[src/rtl/sense_monitor.sv]
// Per-channel IIR smoothing of ADC results, debounced over/under limit checks
// and sticky fault latching that drives the power-stage shutdown line.
module sense_monitor #(
    parameter int unsigned NUM_CH     = 8,
    parameter int unsigned FILT_SHIFT = 3,
    parameter int unsigned DEBOUNCE   = 4
) (
    input  logic        clk,
    input  logic        rst,
    input  logic        sample_valid,
    input  logic [2:0]  sample_ch,
    input  logic [23:0] sample_data,
    input  logic        cfg_we,
    input  logic [3:0]  cfg_addr,
    input  logic [23:0] cfg_data,
    input  logic        fault_clear,
    output logic        avg_valid,
    output logic [2:0]  avg_ch,
    output logic [23:0] avg_data,
    output logic [7:0]  fault_over,
    output logic [7:0]  fault_under,
    output logic        shutdown
);

    localparam int unsigned AW = 24 + FILT_SHIFT;
    localparam logic [7:0]  DB = 8'(DEBOUNCE);

    logic [AW-1:0]     acc       [NUM_CH];
    logic [NUM_CH-1:0] seeded;
    logic [7:0]        over_cnt  [NUM_CH];
    logic [7:0]        under_cnt [NUM_CH];
    logic [23:0]       over_lim  [NUM_CH];
    logic [23:0]       under_lim [NUM_CH];

    logic [AW-1:0] cur_acc, new_acc;
    logic          cur_seeded, ch_hit, accept;
    logic [23:0]   sel_over_lim, sel_under_lim;
    logic [7:0]    sel_over_cnt, sel_under_cnt, ov_next, un_next;
    logic          over_hit, under_hit, ov_set, un_set;

    // Stage 1: channel select by comparison so out-of-range channels simply miss.
    always_comb begin
        cur_acc    = '0;
        cur_seeded = 1'b0;
        ch_hit     = 1'b0;
        for (int unsigned i = 0; i < NUM_CH; i++) begin
            if (sample_ch == 3'(i)) begin
                cur_acc    = acc[i];
                cur_seeded = seeded[i];
                ch_hit     = 1'b1;
            end
        end
        if (cur_seeded)
            new_acc = cur_acc - (cur_acc >> FILT_SHIFT) + AW'(sample_data);
        else
            new_acc = AW'(sample_data) << FILT_SHIFT;
        accept = sample_valid & ch_hit;
    end

    // Stage 2: compare the registered filter output against its channel limits.
    always_comb begin
        sel_over_lim  = '1;
        sel_under_lim = '0;
        sel_over_cnt  = '0;
        sel_under_cnt = '0;
        for (int unsigned i = 0; i < NUM_CH; i++) begin
            if (avg_ch == 3'(i)) begin
                sel_over_lim  = over_lim[i];
                sel_under_lim = under_lim[i];
                sel_over_cnt  = over_cnt[i];
                sel_under_cnt = under_cnt[i];
            end
        end
        over_hit  = avg_data > sel_over_lim;
        under_hit = avg_data < sel_under_lim;
        ov_next   = !over_hit ? '0 : (sel_over_cnt >= DB) ? DB : sel_over_cnt + 8'd1;
        un_next   = !under_hit ? '0 : (sel_under_cnt >= DB) ? DB : sel_under_cnt + 8'd1;
        ov_set    = avg_valid && (ov_next == DB);
        un_set    = avg_valid && (un_next == DB);
    end

    always_ff @(posedge clk) begin
        if (rst) begin
            avg_valid   <= 1'b0;
            avg_ch      <= '0;
            avg_data    <= '0;
            fault_over  <= '0;
            fault_under <= '0;
            seeded      <= '0;
            for (int unsigned i = 0; i < NUM_CH; i++) begin
                acc[i]       <= '0;
                over_cnt[i]  <= '0;
                under_cnt[i] <= '0;
                over_lim[i]  <= '1;
                under_lim[i] <= '0;
            end
        end else begin
            avg_valid <= accept;
            if (accept) begin
                avg_ch   <= sample_ch;
                avg_data <= new_acc[FILT_SHIFT +: 24];
            end
            for (int unsigned i = 0; i < NUM_CH; i++) begin
                if (accept && sample_ch == 3'(i)) begin
                    acc[i]    <= new_acc;
                    seeded[i] <= 1'b1;
                end
                if (cfg_we && cfg_addr[2:0] == 3'(i)) begin
                    if (cfg_addr[3]) under_lim[i] <= cfg_data;
                    else             over_lim[i]  <= cfg_data;
                end
                // A fault setting in the same cycle as a clear wins and keeps its count.
                if (avg_valid && avg_ch == 3'(i)) begin
                    over_cnt[i]  <= (fault_clear && !ov_set) ? '0 : ov_next;
                    under_cnt[i] <= (fault_clear && !un_set) ? '0 : un_next;
                    if (ov_set)           fault_over[i] <= 1'b1;
                    else if (fault_clear) fault_over[i] <= 1'b0;
                    if (un_set)           fault_under[i] <= 1'b1;
                    else if (fault_clear) fault_under[i] <= 1'b0;
                end else if (fault_clear) begin
                    over_cnt[i]    <= '0;
                    under_cnt[i]   <= '0;
                    fault_over[i]  <= 1'b0;
                    fault_under[i] <= 1'b0;
                end
            end
        end
    end

    assign shutdown = |{fault_over, fault_under};

endmodule

[config.mk]
export PLATFORM = sky130hd
export DESIGN_NAME = sense_monitor
export DESIGN_NICKNAME = d
export VERILOG_FILES = /design/src/rtl/sense_monitor.sv
export SDC_FILE = /design/constraint.sdc
export NUM_CORES = 1
export LEC_CHECK = 0
export CORE_MARGIN = 1
export CORE_UTILIZATION = 50
export CTS_BUF_LIST = sky130_fd_sc_hd__clkbuf_4 sky130_fd_sc_hd__clkbuf_8
export CTS_CLUSTER_SIZE = 40
export DETAILED_ROUTE_END_ITERATION = 6
export PLACE_DENSITY = 0.75
export SLEW_MARGIN = 20
export SYNTH_ARGS = -nofsm -noshare
export SYNTH_HDL_FRONTEND = slang
export SYNTH_SLANG_ARGS = --single-unit
[constraint.sdc]
create_clock -name clk -period 14.1 [get_ports clk]
set_clock_uncertainty 0.2 [all_clocks]
set_input_delay 2.82 -clock clk [delete_from_list [all_inputs] [get_ports clk]]
set_output_delay 2.82 -clock clk [all_outputs]
set_load 0.05 [all_outputs]
Word-level counts from Yosys, hierarchy flattened

Memory sizes are Yosys's and may differ from the RTL's.
Cells that the tools add are included.
W data, S select, Z words.

$add $sub $neg: 4
Multiply operators: 0
Divide/modulo/power cells: 0
$lt $le $gt $ge: 4
Eq/ne operators: 23
Shift-type cells: 0
Multiplexer cells: 292
Bitwise gates (word level): 57
Reductions and logical operators: 34

Operator list:

| operator              | count |
|---|---|
| $mux W24              | 32 |
| $mux W27              | 17 |
| $mux W8               | 54 |
| $mux W1               | 189 |
| $or A1 B1 Y1          | 56 |
| $eq A3 B3 Y1 const B  | 12 |
| $logic_and A1 B1 Y1   | 28 |
| $add A27 B24 Y27      | 1 |
| $sub A27 B24 Y27      | 1 |
| $gt A24 B24 Y1        | 1 |
| $lt A24 B24 Y1        | 1 |
| $eq A3 B2 Y1 const B  | 6 |
| $add A8 B1 Y8 const B | 2 |
| $eq A8 B3 Y1 const B  | 2 |
| $ge A8 B3 Y1 const B  | 2 |
| $reduce_or A16 Y1     | 1 |
| $eq A3 B1 Y1 const B  | 3 |
| $logic_not A3 Y1      | 3 |
| $logic_not A1 Y1      | 2 |
| $and A1 B1 Y1         | 1 |

Bits in registers: 52
Bits in latches: 0
Memory bits (writable): 728
Bits in read-only memories: 0
Input port bits: 60
Logic and storage cells: 432
Memories: 5

Memory list:

| memory    | depth | width | read ports | clocked after memory_dff | wr ports | RTL line | text |
|---|---|---|---|---|---|---|---|
| acc       | 8     | 27    | 8          | 0                        | 8        | 28       | `logic [AW-1:0] acc [NUM_CH];` |
| over_lim  | 8     | 24    | 8          | 0                        | 8        | 32       | `logic [23:0] over_lim [NUM_CH];` |
| under_lim | 8     | 24    | 8          | 0                        | 8        | 33       | `logic [23:0] under_lim [NUM_CH];` |
| over_cnt  | 8     | 8     | 8          | 0                        | 8        | 30       | `logic [7:0] over_cnt [NUM_CH];` |
| under_cnt | 8     | 8     | 8          | 0                        | 8        | 31       | `logic [7:0] under_cnt [NUM_CH];` |

Logic depth before layout (Yosys ltp)

Gate-level depths: netlist of run 1.

Depth in word-level cells: 19
Depth in mapped cells: 23
Mapped depth without buffers: 19

Worst setup path after synthesis of run 1

OpenSTA, ideal clock, no wires.

Path type: input to register
Start: input port sample_ch[0]
End: memory acc[1][106] (netlist name) (data pin)
Arrival: 7.122 ns
Required time: 13.636 ns
Setup slack: 6.514 ns
Stages on the path: 19
Path through: buf_2 -> buf_1 -> buf_1 -> clkbuf_1 -> o21ai_0 -> o32ai_1 -> inv_1 -> fa_1 -> inv_1 -> ha_1 -> o21ai_0 -> nor2_1 -> a31oi_1 -> o211ai_1 -> a31oi_1 -> mux2i_1 -> or3_1 -> clkbuf_1 -> inv_1

RTL lines:

| item        | RTL line | text |
|---|---|---|
| from (decl) | 11       | `input logic [2:0] sample_ch,` |
| to (decl)   | 28       |  |

==> impl_metrics.json, run 1 <==
{
  "die_x_um": 271,
  "synth_edf_count": 728,
  "setup-violations-final": 0,
  "fp.coreArea_um2": 71600,
  "dpl_cell_area_um2": 38600,
  "finalHoldViolations": 0,
  "clockPowerShare_pct": 34.7,
  "status": "finished, violations left",
  "hp-class": "reg -> reg",
  "cp_slowest_cell": "nor2b_1",
  "drt_iter0_drc": 3260,
  "setup_tns_ps": 0,
  "sequentialPowerShare_pct": 48.6,
  "ios": 105,
  "grt_pass1_wl_um": 151000,
  "synth-seq-area-share_pct": 63.2,
  "nets": 3408,
  "cts_buffer_depth": 3,
  "drt-total-wl_um": 101000,
  "initial_core_util_pct": 50.6,
  "ant_nets": 0,
  "route.detailed.wl_per_inst_um": 23.6,
  "dp_hpwl_um": 65700,
  "crit_path_end_kind": "flop",
  "finalWeightedCongestion": 0.938,
  "clkTransAtPathRegs_ps": 60,
  "violations": "DRC",
  "cp_common_cell": "buf_4",
  "area_growth_pct": 13.6,
  "leakage_uw": 0.0154,
  "syn-mean-instance-area_um2": 11.9,
  "grt.total_usage_pct": 27.5,
  "cts_tree": "yes",
  "crit_fanout": 53,
  "critPathKind": "in -> reg",
  "period_share_pct": 60.1,
  "drive_above_1_share_pct": 11.7,
  "numPortBuffers": 104,
  "cts_buffers": 131,
  "grt_overflow_total": 0,
  "maxCapViolCount": 0,
  "critPathLaunch": "sample_ch[1]",
  "fin_area_um2": 41100,
  "cp_data_arrival_time_ps": 8750,
  "synthArstFlopShare_pct": 0,
  "grt_pass1_vias": 24575,
  "synth_ff_type": "edfxtp_1",
  "reg2reg_slack_ps": 8170,
  "reg2regPathDepth": 14,
  "grt_start_max_net_pins": 54,
  "vias": 25417,
  "min_period_ps": 8480,
  "worstSetupStartpointType": "primary input",
  "fmax_mhz": 118,
  "switching_power_uw": 1620,
  "worstPathRequired_ps": 14380,
  "holdBufCountCts": 0,
  "via_per_inst": 5.91,
  "synth_warnings": 0,
  "synth_area_um2": 36200,
  "h-tree-depth": 4,
  "antenna_found_initial": 5,
  "clock_latency_ps": 810,
  "cellPowerDensity_nw_per_um2": 139,
  "rsz0062_at_grt": "no",
  "r2r-start": "avg_ch[1]$_SDFFE_PP0P_",
  "min_path_cells": 2,
  "dr.pass1.iters": 7,
  "cts_root_buf": "clkbuf_8",
  "synth_cell_types": 78,
  "die_y_um": 271,
  "worstMarginPinSlew_ps": 1220,
  "num_rows": 98,
  "post_cts_buffers": 0,
  "intPower_uw": 4090,
  "max_stage_delay_ps": 690,
  "slew_headroom_pct": 18.2,
  "cp_cell_sequence": "buf_4 -> buf_4 -> nor2b_1 -> buf_4 -> a22o_1 -> nand2_1 -> and3_1 -> inv_1 -> fa_1 -> inv_1 -> ha_1 -> a211oi_1 -> o21ai_0 -> a31oi_1 -> o211ai_1 -> a31oi_1 -> xnor2_1 -> mux2i_1 -> nor2_1",
  "synth_seq_cells": 780,
  "maxSlewViolCount": 0,
  "ir_drop_mv": 0.116,
  "synth_cells": 3049,
  "dieArea_um2": 73500,
  "post_cts_resize_count": 0,
  "switching_share_pct": 28.3,
  "min_from": "seeded[3]$_SDFFE_PP0P_",
  "clock_sinks": 780,
  "pwr-share-comb_pct": 16.7,
  "route.detailed.drc": 1
}
cell type report:
| type | count | area (um^2) |
|---|---|---|
| timing repair buffer | 169 | 1510 |
| sequential | 780 | 22900 |
| antenna | 1 | 2.50 |
| inverter | 167 | 627 |
| multi-input combinational | 1997 | 12300 |
| tap | 950 | 1190 |
| fill | 5830 | 30500 |
| clock buffer | 184 | 2220 |
| clock inverter | 50 | 334 |
cells by family (layout without fill, tap and decap cells):
group / Yosys count / count (layout) / share of synthesized area [%]
buffers and inverters: 351 / 570 / 3.79
AOI/OAI and AO/OA: 486 / 486 / 8.40
adders and majority gates: 102 / 102 / 4.02
DFF: 780 / 780 / 63.2
muxes: 232 / 232 / 7.37
and+or+nand+nor: 1078 / 1078 / 12.7
xor gates and xnor gates: 19 / 19 / 0.459
other: 1 / 81 / 0.0104
routing by layer:
layer	up-vias	track usage, %	part of all wire [%]
li1	11276	-	-
met1	12354	37.6	39
met2	1537	42.2	45
met3	242	6.85	12
met4	8	10.9	3.6
met5	-	0	0.053
power groups by stage:
stage	clock (uW)	combinational, uW	sequential, uW
detailed placement	0	934	2810
CTS	1990	939	2770
floorplan	0	622	2810
global route	2090	1040	2780
finish	1980	955	2770
global placement	0	924	2810
placed cells by master (no fill, tap or decap), types with 80 or more instances in the layout:
cell and count:
nand2_1 310, conb_1 80, clkdlybuf4s50_1 99, inv_1 164, mux2i_1 171, edfxtp_1 728, nor2_1 545, clkbuf_8 134
o21ai_0 92, a21oi_1 157
cells in the mapped netlist (all sizes together), types with 3 or more instances:
| cell type | number | share of area (%) |
|---|---|---|
| o221ai | 13 | 0.31 |
| nor3b | 4 | 0.083 |
| nand2 | 310 | 3.2 |
| and2 | 9 | 0.16 |
| nor2b | 33 | 0.57 |
| a22oi | 15 | 0.31 |
| o21a | 10 | 0.21 |
| clkbuf | 126 | 1.3 |
| nor4 | 17 | 0.35 |
| a32o | 4 | 0.11 |
| o21ai | 105 | 1.5 |
| a211oi | 41 | 0.86 |
| o31ai | 11 | 0.23 |
| clkinv | 3 | 0.031 |
| o22ai | 36 | 0.62 |
| xnor2 | 17 | 0.41 |
| buf | 58 | 0.75 |
| a21o | 17 | 0.35 |
| nor4b | 3 | 0.11 |
| or2 | 23 | 0.40 |
| mux2i | 171 | 4.7 |
| nand2b | 17 | 0.29 |
| or4 | 7 | 0.15 |
| a311oi | 3 | 0.073 |
| fa | 24 | 1.3 |
| mux4 | 24 | 1.5 |
| nor2 | 548 | 5.7 |
| edfxtp | 728 | 60 |
| mux2 | 37 | 1.2 |
| a22o | 23 | 0.56 |
| nand4 | 16 | 0.28 |
| nor3 | 23 | 0.33 |
| a31oi | 14 | 0.24 |
| and3 | 22 | 0.38 |
| o31a | 5 | 0.12 |
| inv | 164 | 1.7 |
| or3 | 14 | 0.24 |
| o211ai | 7 | 0.15 |
| a21oi | 157 | 2.2 |
| ha | 78 | 2.7 |
| nand3 | 26 | 0.36 |
| dfxtp | 52 | 2.9 |
state kept, by name, summed over array words and instances (netlist names):
name and count:
acc 216, avg_ch 3, avg_data 24, avg_valid 1
fault_over 8, fault_under 8, over_cnt 64, over_lim 192
seeded 8, under_cnt 64, under_lim 192
worst max-delay path, delay by kind of cell:
kind                     cells  cell delay, ps
AO/OA/AOI/OAI                6            1970
XOR/XNOR                     1             120
adder cells (fa/ha/maj)      2             680
buffers and inverters        5            1520
multiplexers                 1             520
AND/OR/NAND/NOR              4            1070
stage by stage:
step	power, uW	hold WS, ps	setup slack [ps]	instances	util, %
after floorplan	3430	226	6510	3128	-
after global placement	3730	235	5130	4063	53.9
after detailed placement	3750	241	5010	4063	53.9
after CTS	5700	252	5800	4297	57.4
after global routing	5910	291	5290	4298	57.5
final	5700	255	5620	4298	57.5
final timing paths:
path                                   endpoint
setup / recovery      acc[0][104]$_SDFFCE_PN0P_
hold / removal           seeded[3]$_SDFFE_PP0P_
setup reg to reg  over_cnt[1][10]$_SDFFCE_PP0P_
hold reg to reg          seeded[3]$_SDFFE_PP0P_
(Power assumes the default switching activity.)
==> inputs of run 2 (changes only) <==
==> constraint.sdc (replaced) <==
create_clock -name clk -period 8.46 [get_ports clk]
set_clock_uncertainty 0.2 [all_clocks]
set_input_delay 1.692 -clock clk [delete_from_list [all_inputs] [get_ports clk]]
set_output_delay 1.692 -clock clk [all_outputs]
set_load 0.05 [all_outputs]
==> impl_metrics.json, run 2 (same netlist as run 1, synthesis figures left out) <==
{
  "ios": 105,
  "initial_core_util_pct": 50.6,
  "power_uw": 9550,
  "slew_headroom_pct": 18.6,
  "crit_buf_inv": 3,
  "clock_sinks": 780,
  "multiInputGateArea_um2": 12300,
  "reg_top3": "acc (216), over_lim (192), under_lim (192)",
  "leakage_uw": 0.0155,
  "dp_slack_ps": 1130,
  "post_cts_buffers": 0,
  "clock_latency_ps": 790,
  "top_register": "acc",
  "setup_tns_ps": 0,
  "rsz0062_at_grt": "no",
  "cts_tree": "yes",
  "status": "finished, violations left",
  "crit_fanout": 42,
  "cp_top_family": "compound AO/OA/AOI/OAI gates",
  "grt_start_max_net_pins": 62,
  "dpl_cell_area_um2": 38600,
  "largest_reg_flops": 216,
  "worstPathRequired_ps": 8750,
  "die_x_um": 271,
  "setup-violations-final": 0,
  "critPathKind": "in -> reg",
  "worstMarginPinSlew_ps": 1220,
  "dieArea_um2": 73500,
  "post_cts_resize_count": 0,
  "numPortBuffers": 104,
  "final_common_cell": "edfxtp_1",
  "dr.pass1.iters": 7,
  "final_cell_mix": "edfxtp_1 (728), nor2_1 (546), nand2_1 (310), mux2i_1 (171), inv_1 (164)",
  "h-tree-depth": 4,
  "hold_slack_ps": 257,
  "fp.coreArea_um2": 71600,
  "nets": 3416,
  "route.detailed.drc": 1,
  "violations": "DRC",
  "maxSlewViolCount": 0,
  "grt_pass1_wl_um": 151000,
  "grt.total_usage_pct": 27.7,
  "drive_above_1_share_pct": 12.0,
  "holdBufCountCts": 0,
  "finalWeightedCongestion": 0.939,
  "antenna_found_initial": 1,
  "drt_iter0_drc": 3277,
  "fin_area_um2": 41300,
  "ir_drop_mv": 0.135,
  "cts_root_buf": "clkbuf_8",
  "regArea_um2": 22900,
  "area_growth_pct": 14.0,
  "ant_nets": 0,
  "min_period_ps": 6650,
  "clkTransAtPathRegs_ps": 60,
  "drt-total-wl_um": 101000,
  "cp_slowest_cell": "nor2_1",
  "maxCapViolCount": 0,
  "vias": 25457,
  "period_share_pct": 78.6,
  "cp_data_arrival_time_ps": 6940,
  "crit_path_end_kind": "flop",
  "fmax_mhz": 150,
  "route.detailed.wl_per_inst_um": 23.5,
  "die_y_um": 271,
  "via_per_inst": 5.91,
  "timing.final.ws_setup_ps": 1810,
  "hp-class": "reg -> reg",
  "dp_hpwl_um": 64400,
  "cts_buffer_depth": 3,
  "finalHoldViolations": 0,
  "grt_overflow_total": 0,
  "grt_pass1_vias": 24610,
  "nFillCells": 5814,
  "worstSetupStartpointType": "primary input",
  "cellPowerDensity_nw_per_um2": 231,
  "max_stage_delay_ps": 930,
  "cp_cell_sequence": "buf_4 -> nor2_1 -> a21oi_1 -> or2_2 -> and3_1 -> inv_1 -> fa_1 -> inv_1 -> ha_1 -> a211oi_1 -> o21ai_0 -> a31oi_1 -> o211ai_1 -> a31oi_1 -> xnor2_1 -> mux2i_1 -> nor2_1",
  "num_rows": 98,
  "cts_buffers": 131
}
-- run 2: changes by cell type in the layout (fill, tap and decap cells not counted), sizes merged --
cell	before	now
clkinv	39	43
clkinvlp	3	5
inv	173	172
clkbuf	184	177
buf	70	78
bufinv	2	3
-- run 2: layout make-up --
class                      count  area share [%]
sequential                   780            55.5
multi-input combinational   1997            29.9
clock buffer                 177            5.31
timing repair buffer         177            3.89
tap                          950            2.88
inverter                     167            1.52
clock inverter                56           0.982
antenna                        1         0.00606
-- run 2: path summary, 6_finish.rpt --
check	end	slack (ps)	cells after the start	from
max	acc[0][104]$_SDFFCE_PN0P_	1810	17	sample_ch[0]
min	seeded[2]$_SDFFE_PP0P_	260	2	seeded[2]$_SDFFE_PP0P_
max reg2reg	under_cnt[0][26]$_SDFFCE_PP0P_	3020	11	avg_ch[0]$_SDFFE_PP0P_
min reg2reg	seeded[2]$_SDFFE_PP0P_	260	2	seeded[2]$_SDFFE_PP0P_
-- run 2: stage by stage --
| stage | utilization (%) | std cells |
|---|---|---|
| 6_report | 57.6 | 4305 |
| 5_1_grt | 57.6 | 4305 |
| 3_3_place_gp | 54.0 | 4070 |
| 3_5_place_dp | 54.0 | 4070 |
| 4_1_cts | 57.6 | 4303 |
| 2_1_floorplan | - | 3128 |
-- run 2: layer usage --
metal / wire length [um] / vias to the layer above / track usage, %
met5: 0 / - / 0
met4: 3430 / 0 / 11.3
met3: 11500 / 222 / 5.92
met2: 46500 / 1579 / 42.8
met1: 39900 / 12355 / 38.3
li1: - / 11301 / -
-- run 2: worst register-to-register path: cells and delay by family (launching register included) --
family	cells	cell delay, ps
AO/OA/AOI/OAI	6	1700
adder cells (fa/ha/maj)	1	200
buffers and inverters	1	600
flip-flops	1	830
AND/OR/NAND/NOR	3	1640
-- run 2: power by group --
group          internal, uW  switching (uW)  leakage, uW
logic                   558            1040      0.00632
clock network          1790            1540      0.00136
registers              4490             124      0.00778
